$ cat config.mk
export PLATFORM = sky130hd
export DESIGN_NAME = vertex_sched
export DESIGN_NICKNAME = d
export VERILOG_FILES = /design/src/rtl/vertex_sched.sv
export SDC_FILE = /design/constraint.sdc
export NUM_CORES = 1
export LEC_CHECK = 0
export BUFFER_PORTS_ARGS = -buffer_cell sky130_fd_sc_hd__buf_2
export CAP_MARGIN = 20
export CORE_AREA = 2 2 461 463
export DETAILED_ROUTE_END_ITERATION = 7
export DIE_AREA = 0 0 463 465
export SLEW_MARGIN = 20
export SYNTH_ARGS = -nofsm -noshare
export SYNTH_HDL_FRONTEND = slang
export SYNTH_SLANG_ARGS = --single-unit
$ cat constraint.sdc
create_clock -name clock -period 3.8 [get_ports clock]
set_input_delay 0.19 -clock clock [delete_from_list [all_inputs] [get_ports clock]]
set_output_delay 0.19 -clock clock [all_outputs]
set_load 0.05 [all_outputs]
$ cat src/rtl/vertex_sched.sv
// Triangle-list sequencer: fetches 15-word triangle records from memory and presents
// them, together with the host-programmed 4x4 matrix, to the vertex transform stage.
module vertex_sched #(
  parameter int REC_STRIDE = 16,
  parameter int CNT_W      = 16
) (
  input  logic                   clock,
  input  logic                   reset,
  input  logic                   cfg_write,
  input  logic [4:0]             cfg_addr,
  input  logic [31:0]            cfg_wdata,
  output logic                   mem_read,
  output logic [31:0]            mem_addr,
  input  logic                   mem_ack,
  input  logic [31:0]            mem_rdata,
  output logic [15:0][31:0]      mat,
  output logic [14:0][31:0]      v_out,
  output logic [23:0]            color_out1,
  output logic [23:0]            color_out2,
  output logic [23:0]            color_out3,
  output logic                   tri_valid,
  input  logic                   stall_in,
  output logic                   busy,
  output logic                   done_out,
  output logic [CNT_W-1:0]       tri_issued
);

  typedef enum logic [1:0] {S_IDLE, S_FETCH, S_ISSUE, S_DONE} state_t;

  state_t               r_state, w_next;
  logic [15:0][31:0]    r_mat;
  logic [31:0]          r_base;
  logic [CNT_W-1:0]     r_count;
  logic [31:0]          r_ptr;
  logic [3:0]           r_idx;
  logic [14:0][31:0]    r_v;
  logic [CNT_W-1:0]     r_issued;

  logic w_start, w_cfg_we, w_ack, w_last, w_xfer, w_more;

  assign w_start  = cfg_write && (cfg_addr == 5'd18) && cfg_wdata[0] && (r_state == S_IDLE);
  assign w_cfg_we = cfg_write && (r_state == S_IDLE);
  assign w_ack    = (r_state == S_FETCH) && mem_ack;
  assign w_last   = w_ack && (r_idx == 4'd14);
  assign w_xfer   = (r_state == S_ISSUE) && !stall_in;
  assign w_more   = (r_issued + CNT_W'(1)) < r_count;

  always_ff @(posedge clock or negedge reset) begin
    if (!reset) r_state <= S_IDLE;
    else        r_state <= w_next;
  end

  always_comb begin
    w_next = r_state;
    case (r_state)
      S_IDLE:  if (w_start) w_next = (r_count != '0) ? S_FETCH : S_DONE;
      S_FETCH: if (w_last)  w_next = S_ISSUE;
      S_ISSUE: if (w_xfer)  w_next = w_more ? S_FETCH : S_DONE;
      S_DONE:  w_next = S_IDLE;
      default: w_next = S_IDLE;
    endcase
  end

  // Config registers are locked while a run is in progress so mat stays constant per run.
  always_ff @(posedge clock or negedge reset) begin
    if (!reset) begin
      r_mat     <= '0;
      r_mat[0]  <= 32'h0001_0000;
      r_mat[5]  <= 32'h0001_0000;
      r_mat[10] <= 32'h0001_0000;
      r_mat[15] <= 32'h0001_0000;
      r_base    <= '0;
      r_count   <= '0;
      r_ptr     <= '0;
      r_idx     <= '0;
      r_v       <= '0;
      r_issued  <= '0;
    end else begin
      if (w_cfg_we) begin
        if (!cfg_addr[4])            r_mat[cfg_addr[3:0]] <= cfg_wdata;
        else if (cfg_addr == 5'd16)  r_base  <= cfg_wdata;
        else if (cfg_addr == 5'd17)  r_count <= cfg_wdata[CNT_W-1:0];
      end
      if (w_start) begin
        r_issued <= '0;
        r_ptr    <= r_base;
        r_idx    <= '0;
      end
      if (w_ack) begin
        r_v[r_idx] <= mem_rdata;
        r_idx      <= r_idx + 4'd1;
      end
      if (w_xfer) begin
        r_issued <= r_issued + CNT_W'(1);
        r_ptr    <= r_ptr + 32'(REC_STRIDE);
        r_idx    <= '0;
      end
    end
  end

  assign mem_read   = (r_state == S_FETCH);
  assign mem_addr   = mem_read ? (r_ptr + 32'(r_idx)) : '0;
  assign mat        = r_mat;
  assign v_out      = r_v;
  assign color_out1 = r_v[3][23:0];
  assign color_out2 = r_v[7][23:0];
  assign color_out3 = r_v[11][23:0];
  assign tri_valid  = (r_state == S_ISSUE);
  assign busy       = (r_state != S_IDLE);
  assign done_out   = (r_state == S_DONE);
  assign tri_issued = r_issued;

endmodule
==> impl_results.md, run 1 <==
* Tot GR Track Use at 0.145
* H-tree Lvls at 3
* IO Port Bufs at 1,189
* Synth Register Bits at 1,094
* Maximum VDD drop at 0.000674 V
* WHS at 0.0943 ns
* Worst-margin pin slew at 0.976 ns
* Cts repair resizes at 0
* Ys async rst share at 1.00
* Leakage power at 29.7 nW
* Final Hold Viols at 0
* Max frequency at 0.292 GHz
* R2R Setup Slk at 0.40 ns
* Distinct cells, synth at 72
* Area growth from synthesis to layout at 31.0%
* Reg2Reg Depth at 11
* Crit Reg-Reg Startpoint: tri_issued[7]$_DFFE_PN0P_
* Synthesized area at 43,600 um2
* Initial antenna violation count at 19
* Critical path type: reg2out
* PD cells at 874 nW/um2
* CTS Sinks at 1,094
* Setup crit end: mem_addr[10]
* Hold_buf cts at 61
* DRC errors left at 0
* Post-CTS Repair Setup Buffers at 0
* Vias/cell at 4.17
* Crit path time final at 3.42 ns
* Most common cell after layout, fill and taps aside: buf_2
* Vias in the first global route at 30.4k
* Synth Area per Inst at 14.9 um2
* Pin count of the biggest net entering global routing at 125
* Layout filler cell count at 21.7k
* Setup violation total in the final timing report at 0
* Antenna Violating Nets Remaining at 0
* Startpoint types: flip-flop
* Die height at 465 um
* Critical R2R Capture: r_state[1]$_DFFE_PN0P_
* Register area share after synthesis at 0.628
* Post-synth EDFFs at 0
* Crit path DAT at 3.23 ns
* Worst Setup SP: r_idx[0]$_DFFE_PN0P_
* Vias at 29.3k
* CP required at 3.61 ns
* Most frequent cells in the layout: buf_2 (1,189), dfrtp_1 (1,090), mux2_2 (1,014)
* Slew HR at 0.350
* Initial DRC Count at 1,568
* Starting Density at 0.207
* Yosys Warn Count at 0
* Unrepaired setup endpoints after global routing: false
* Clock Skew at 0.0701 ns
* GPL Wtd Cong at 0.828
* Share of post-route cells with drive strength above 1 at 0.602
* WL final at 161,000 um
* Drt first pass iters at 5
* HP Class: in2reg
* Core footprint at 211,000 um2
* Clock buffer depth at 3
* Final Max Slew Viols at 0
* Post-DP HPWL at 118,000 um
* Drt wl/cell at 22.9 um
* Final nets at 4,190
* Clock-pin slew on the worst setup and hold paths at 0.06 ns
* Max-cap violations at 0
* Worst-Skew Late Latency at 0.77 ns
* Cells after synthesis at 2,929
* TritonCTS Buffers at 117
* Rows at 169
* Tcrit/Tclk final at 0.901
* Num ports at 1,190
* Status: finished, final reports clean
* CTS tree: done
* Syn_nets at 3,029
* Fin Setup TNS at 0 ns
* Crit end category: primary output
* Die ar. at 215,000 um2
* GRT overflow at 0
* Critical-path maximum fanout at 6
* Synth Flop Type: dfrtp_1
* First-pass GRT wire length at 227,000 um
* Root Buffer: clkbuf_16
* DIE WIDTH at 463 um
per-layer routing:
layer / part of all wire / GRT usage
met5: 0 / 0
met4: 0.047 / 0.0714
met3: 0.064 / 0.0368
met2: 0.51 / 0.259
met1: 0.38 / 0.159
worst max-delay path, stage by stage, from the launching register on:
cell	delay (ns)
dfrtp_1	0.45
ha_1	0.26
fa_1	0.41
a21o_1	0.19
a21oi_1	0.45
o21ai_0	0.18
a21oi_1	0.20
buf_2	0.32
cells in the mapped netlist, drive strengths merged, types with 2 or more instances:
cell | n | area [um2]
nand2 | 104 | 407
or4b | 2 | 20.0
o21ai | 49 | 253
ha | 25 | 313
clkbuf | 106 | 400
a311oi | 3 | 26.3
nor3 | 14 | 97.6
a211oi | 8 | 60.1
xor2 | 28 | 245
or2 | 4 | 25.0
a22o | 4 | 35.0
mux2 | 1025 | 11500
o21a | 2 | 15.0
nor2 | 59 | 224
dfstp | 4 | 105
a21o | 3 | 22.5
o31ai | 6 | 45.0
o211ai | 3 | 22.5
nor4 | 12 | 103
inv | 24 | 90.1
dfrtp | 1090 | 27300
or3b | 2 | 17.5
and4 | 7 | 61.3
nor3b | 5 | 52.6
nor2b | 3 | 18.8
buf | 174 | 1050
nand3 | 38 | 190
o211a | 2 | 20.0
nand3b | 3 | 22.5
o22ai | 3 | 18.8
a31oi | 6 | 37.5
and2 | 9 | 56.3
xnor2 | 14 | 123
o21bai | 2 | 15.0
or3 | 5 | 36.3
nand4 | 26 | 178
a22oi | 4 | 30.0
and3 | 10 | 62.6
a221o | 5 | 50.1
a21oi | 23 | 115
final cells by class:
type,instances,area (um2),area share
multi-input combinational,1531,14800,0.259
tap,2821,3530,0.0618
clock inverter,47,611,0.0107
antenna,16,40.0,0.000701
inverter,24,90.1,0.00158
sequential,1094,27400,0.479
clock buffer,172,3390,0.0593
timing repair buffer,1322,7310,0.128
state kept, by name, indices dropped and copies added (netlist names):
register and count:
v_out 408, color_out3 24, color_out2 24, r_state 2, color_out1 24, mat 512
r_base 32, r_idx 4, tri_issued 16, r_ptr 32, r_count 16
cell families (layout without fill, tap and decap cells):
family                   count (synthesis)  count (layout)  share of synthesized area
AO/OA/AOI/OAI                          130             130                     0.0190
XOR/XNOR                                42              42                    0.00843
adder cells (fa/ha/maj)                 26              26                    0.00763
buffers and inverters                  304            1565                     0.0353
flip-flops                            1094            1094                      0.628
multiplexers                          1025            1025                      0.265
other                                    0              16                          0
AND/OR/NAND/NOR                        308             308                     0.0372
report_power, final:
| part | leakage [nW] | total [mW] | switching (mW) | internal [mW] |
|---|---|---|---|---|
| sequential | 14.4 | 16.8 | 1.85 | 14.9 |
| clock | 1.95 | 11.8 | 4.98 | 6.82 |
| combinational | 13.3 | 21.4 | 16.3 | 5.03 |
| total | 29.7 | 49.9 | 23.2 | 26.8 |
stage by stage:
stage	std cells	setup slack (ns)	utilization	power (mW)	cell area [um2]
floorplan	2929	0.126	-	32.7	43600
detailed placement	6731	0.452	0.249	38.4	52500
global route	7017	0.150	0.271	51.8	57100
finish	7027	0.375	0.271	49.9	57100
global placement	6731	0.365	0.249	38.1	52500
CTS	7011	0.295	0.271	50.4	57100
worst min-delay path by stage:
stage,startpoint,to,depth (start not counted)
3_5_place_dp,reset,v_out[262]$_DFFE_PN0P_,1
5_1_grt,mem_rdata[25],v_out[473]$_DFFE_PN0P_,2
4_1_cts,cfg_wdata[17],r_base[17]$_DFFE_PN0P_,2
2_1_floorplan,reset,color_out1[0]$_DFFE_PN0P_,0
6_report,mem_rdata[25],v_out[473]$_DFFE_PN0P_,2
3_3_place_gp,reset,v_out[390]$_DFFE_PN0P_,1
(Power assumes the default switching activity.)
==> run 2, diff against run 1 <==
--- a/config.mk
+++ b/config.mk
@@ -6,10 +6,11 @@
 export NUM_CORES = 1
 export LEC_CHECK = 0
 export BUFFER_PORTS_ARGS = -buffer_cell sky130_fd_sc_hd__buf_2
-export CAP_MARGIN = 20
-export CORE_AREA = 2 2 461 463
+export CAP_MARGIN = 25
+export CORE_AREA = 2 2 464 466
 export DETAILED_ROUTE_END_ITERATION = 7
-export DIE_AREA = 0 0 463 465
+export DIE_AREA = 0 0 466 468
+export RECOVER_POWER = 25
 export SLEW_MARGIN = 20
 export SYNTH_ARGS = -nofsm -noshare
 export SYNTH_HDL_FRONTEND = slang
==> impl_results.md, run 2 (synthesis results as in run 1) <==
* Status: complete, but fails checks
* Failing checks: max-capacitance violations, max-slew violations
* Most common cell after layout, fill and taps aside: buf_2
* Crit path DAT at 3.37 ns
* Starting Density at 0.204
* Fin Setup TNS at 0 ns
* Critical path type: reg2out
* Design Area, Final at 57,400 um2
* Crit path time final at 3.56 ns
* WL final at 165,000 um
* Crit end category: primary output
* Root Buffer: clkbuf_16
* Vias in the first global route at 30.4k
* CTS tree: done
* Worst-Skew Late Latency at 0.76 ns
* Sw frac at 0.463
* Share of post-route cells with drive strength above 1 at 0.603
* CP required at 3.61 ns
* Max-cap violations at 1
* Critical-path maximum fanout at 11
* Final Hold Viols at 0
* Maximum VDD drop at 0.000458 V
* Leakage power at 29.7 nW
* Area growth from synthesis to layout at 31.5%
* Clock buffer depth at 3
* Drt wl/cell at 23.4 um
* Pin count of the biggest net entering global routing at 104
* Final Max Slew Viols at 56
* Clock Skew at 0.0561 ns
* Die height at 468 um
* DRC errors left at 0
* Post-DP HPWL at 120,000 um
* PD cells at 878 nW/um2
* Max FFs per register at 512
* Post-CTS Repair Setup Buffers at 0
* Initial antenna violation count at 20
* Slew HR at -1.05
* Drt first pass iters at 5
* Vias at 29.4k
* DIE WIDTH at 466 um
* Most frequent cells in the layout: buf_2 (1,188), dfrtp_1 (1,090), mux2_2 (1,014)
* IO Port Bufs at 1,189
* HP Class: in2reg
* Worst-margin pin slew at 3.08 ns
* Layout filler cell count at 22.0k
* First-pass GRT wire length at 228,000 um
* CTS Sinks at 1,094
* Core footprint at 213,000 um2
* Rows at 170
* GRT overflow at 0
* GPL Wtd Cong at 0.813
* Tot GR Track Use at 0.145
* Clock-pin slew on the worst setup and hold paths at 0.06 ns
* Max frequency at 0.281 GHz
* Tcrit/Tclk final at 0.936
* Clk pwr share at 0.241
* P_sw at 23.3 mW
* Internal Power at 27.1 mW
* Final cell count without fillers at 7,051
* Startpoint types: flip-flop
* Vias/cell at 4.17
* Die ar. at 218,000 um2
* Logic pwr share at 0.425
* Power consumption at 50.4 mW
* Final nets at 4,201
* Num ports at 1,190
* Unrepaired setup endpoints after global routing: false
* Setup violation total in the final timing report at 0
* Initial DRC Count at 1,400
* Sequential share of power at 0.334
* Antenna Violating Nets Remaining at 0
* H-tree Lvls at 3
* DP Cell Count at 6,757
* TritonCTS Buffers at 116
* Placed cell areas at 52,600 um2
-- run 2: metal layers --
metal  part of all wire  track usage  up-vias
met5           0.000079            0        -
met2               0.52        0.263     1162
met1               0.37        0.157    15300
met4              0.042       0.0667        2
li1                   -            -    12600
met3              0.067       0.0367      255
-- run 2: critical path: stages, from the launching register on --
cell and delay, ns:
dfrtp_1 0.66, nand4_4 0.27, nor3_1 0.76, nand4_1 0.20, xor2_1 0.18, nor2_1 0.21, buf_2 0.32
-- run 2: power groups by stage --
| stage | combinational, mW | clock [mW] | sequential, mW |
|---|---|---|---|
| after CTS | 21.6 | 12.5 | 16.8 |
| after global routing | 22.2 | 12.9 | 17.2 |
| after detailed placement | 21.5 | 0 | 17.0 |
| after floorplan | 5.19 | 0 | 27.5 |
| final | 21.4 | 12.1 | 16.8 |
| after global placement | 21.4 | 0 | 16.8 |
-- run 2: final timing paths --
path                                                   to  cells past startpoint  slack (ns)                      start
worst min register to register       mat[228]$_DFFE_PN0P_                      1        0.48       mat[228]$_DFFE_PN0P_
max in group asynchronous       color_out1[9]$_DFFE_PN0P_                      3        0.53                      reset
min in group asynchronous             mat[74]$_DFFE_PN0P_                      2        0.99                      reset
worst max-delay path                         mem_addr[19]                      6        0.24      r_ptr[11]$_DFFE_PN0P_
worst max register to register     r_state[1]$_DFFE_PN0P_                     11        0.32  tri_issued[0]$_DFFE_PN0P_
worst min-delay path                  mat[81]$_DFFE_PN0P_                      2         0.1              cfg_wdata[17]
-- run 2: area by class of cell --
class	count	area (um2)	share of cell area
flip-flops and latches	1094	27400	0.477
multi-input cells	1531	14800	0.258
repair buffers	1334	7370	0.129
well taps	2838	3550	0.0619
clock buffers	165	3410	0.0594
clock inverters	50	729	0.0127
inverters	24	90.1	0.00157
diodes	15	37.5	0.000654
-- run 2: what timing repair did --
action,4_1_cts,5_1_grt
endpoints found under the hold margin,707,0
endpoints found under the setup margin,0,0
hold buffers,64,0
gates resized for setup,0,0
-- run 2: metrics by stage --
| step | hold WS (ns) | setup WS, ns | utilization |
|---|---|---|---|
| detailed placement | 0.350 | 0.405 | 0.247 |
| floorplan | -0.106 | 0.126 | - |
| finish | 0.0955 | 0.244 | 0.269 |
| global route | 0.0433 | 0.0722 | 0.269 |
| global placement | 0.348 | 0.346 | 0.246 |
| CTS | 0.00164 | 0.137 | 0.269 |
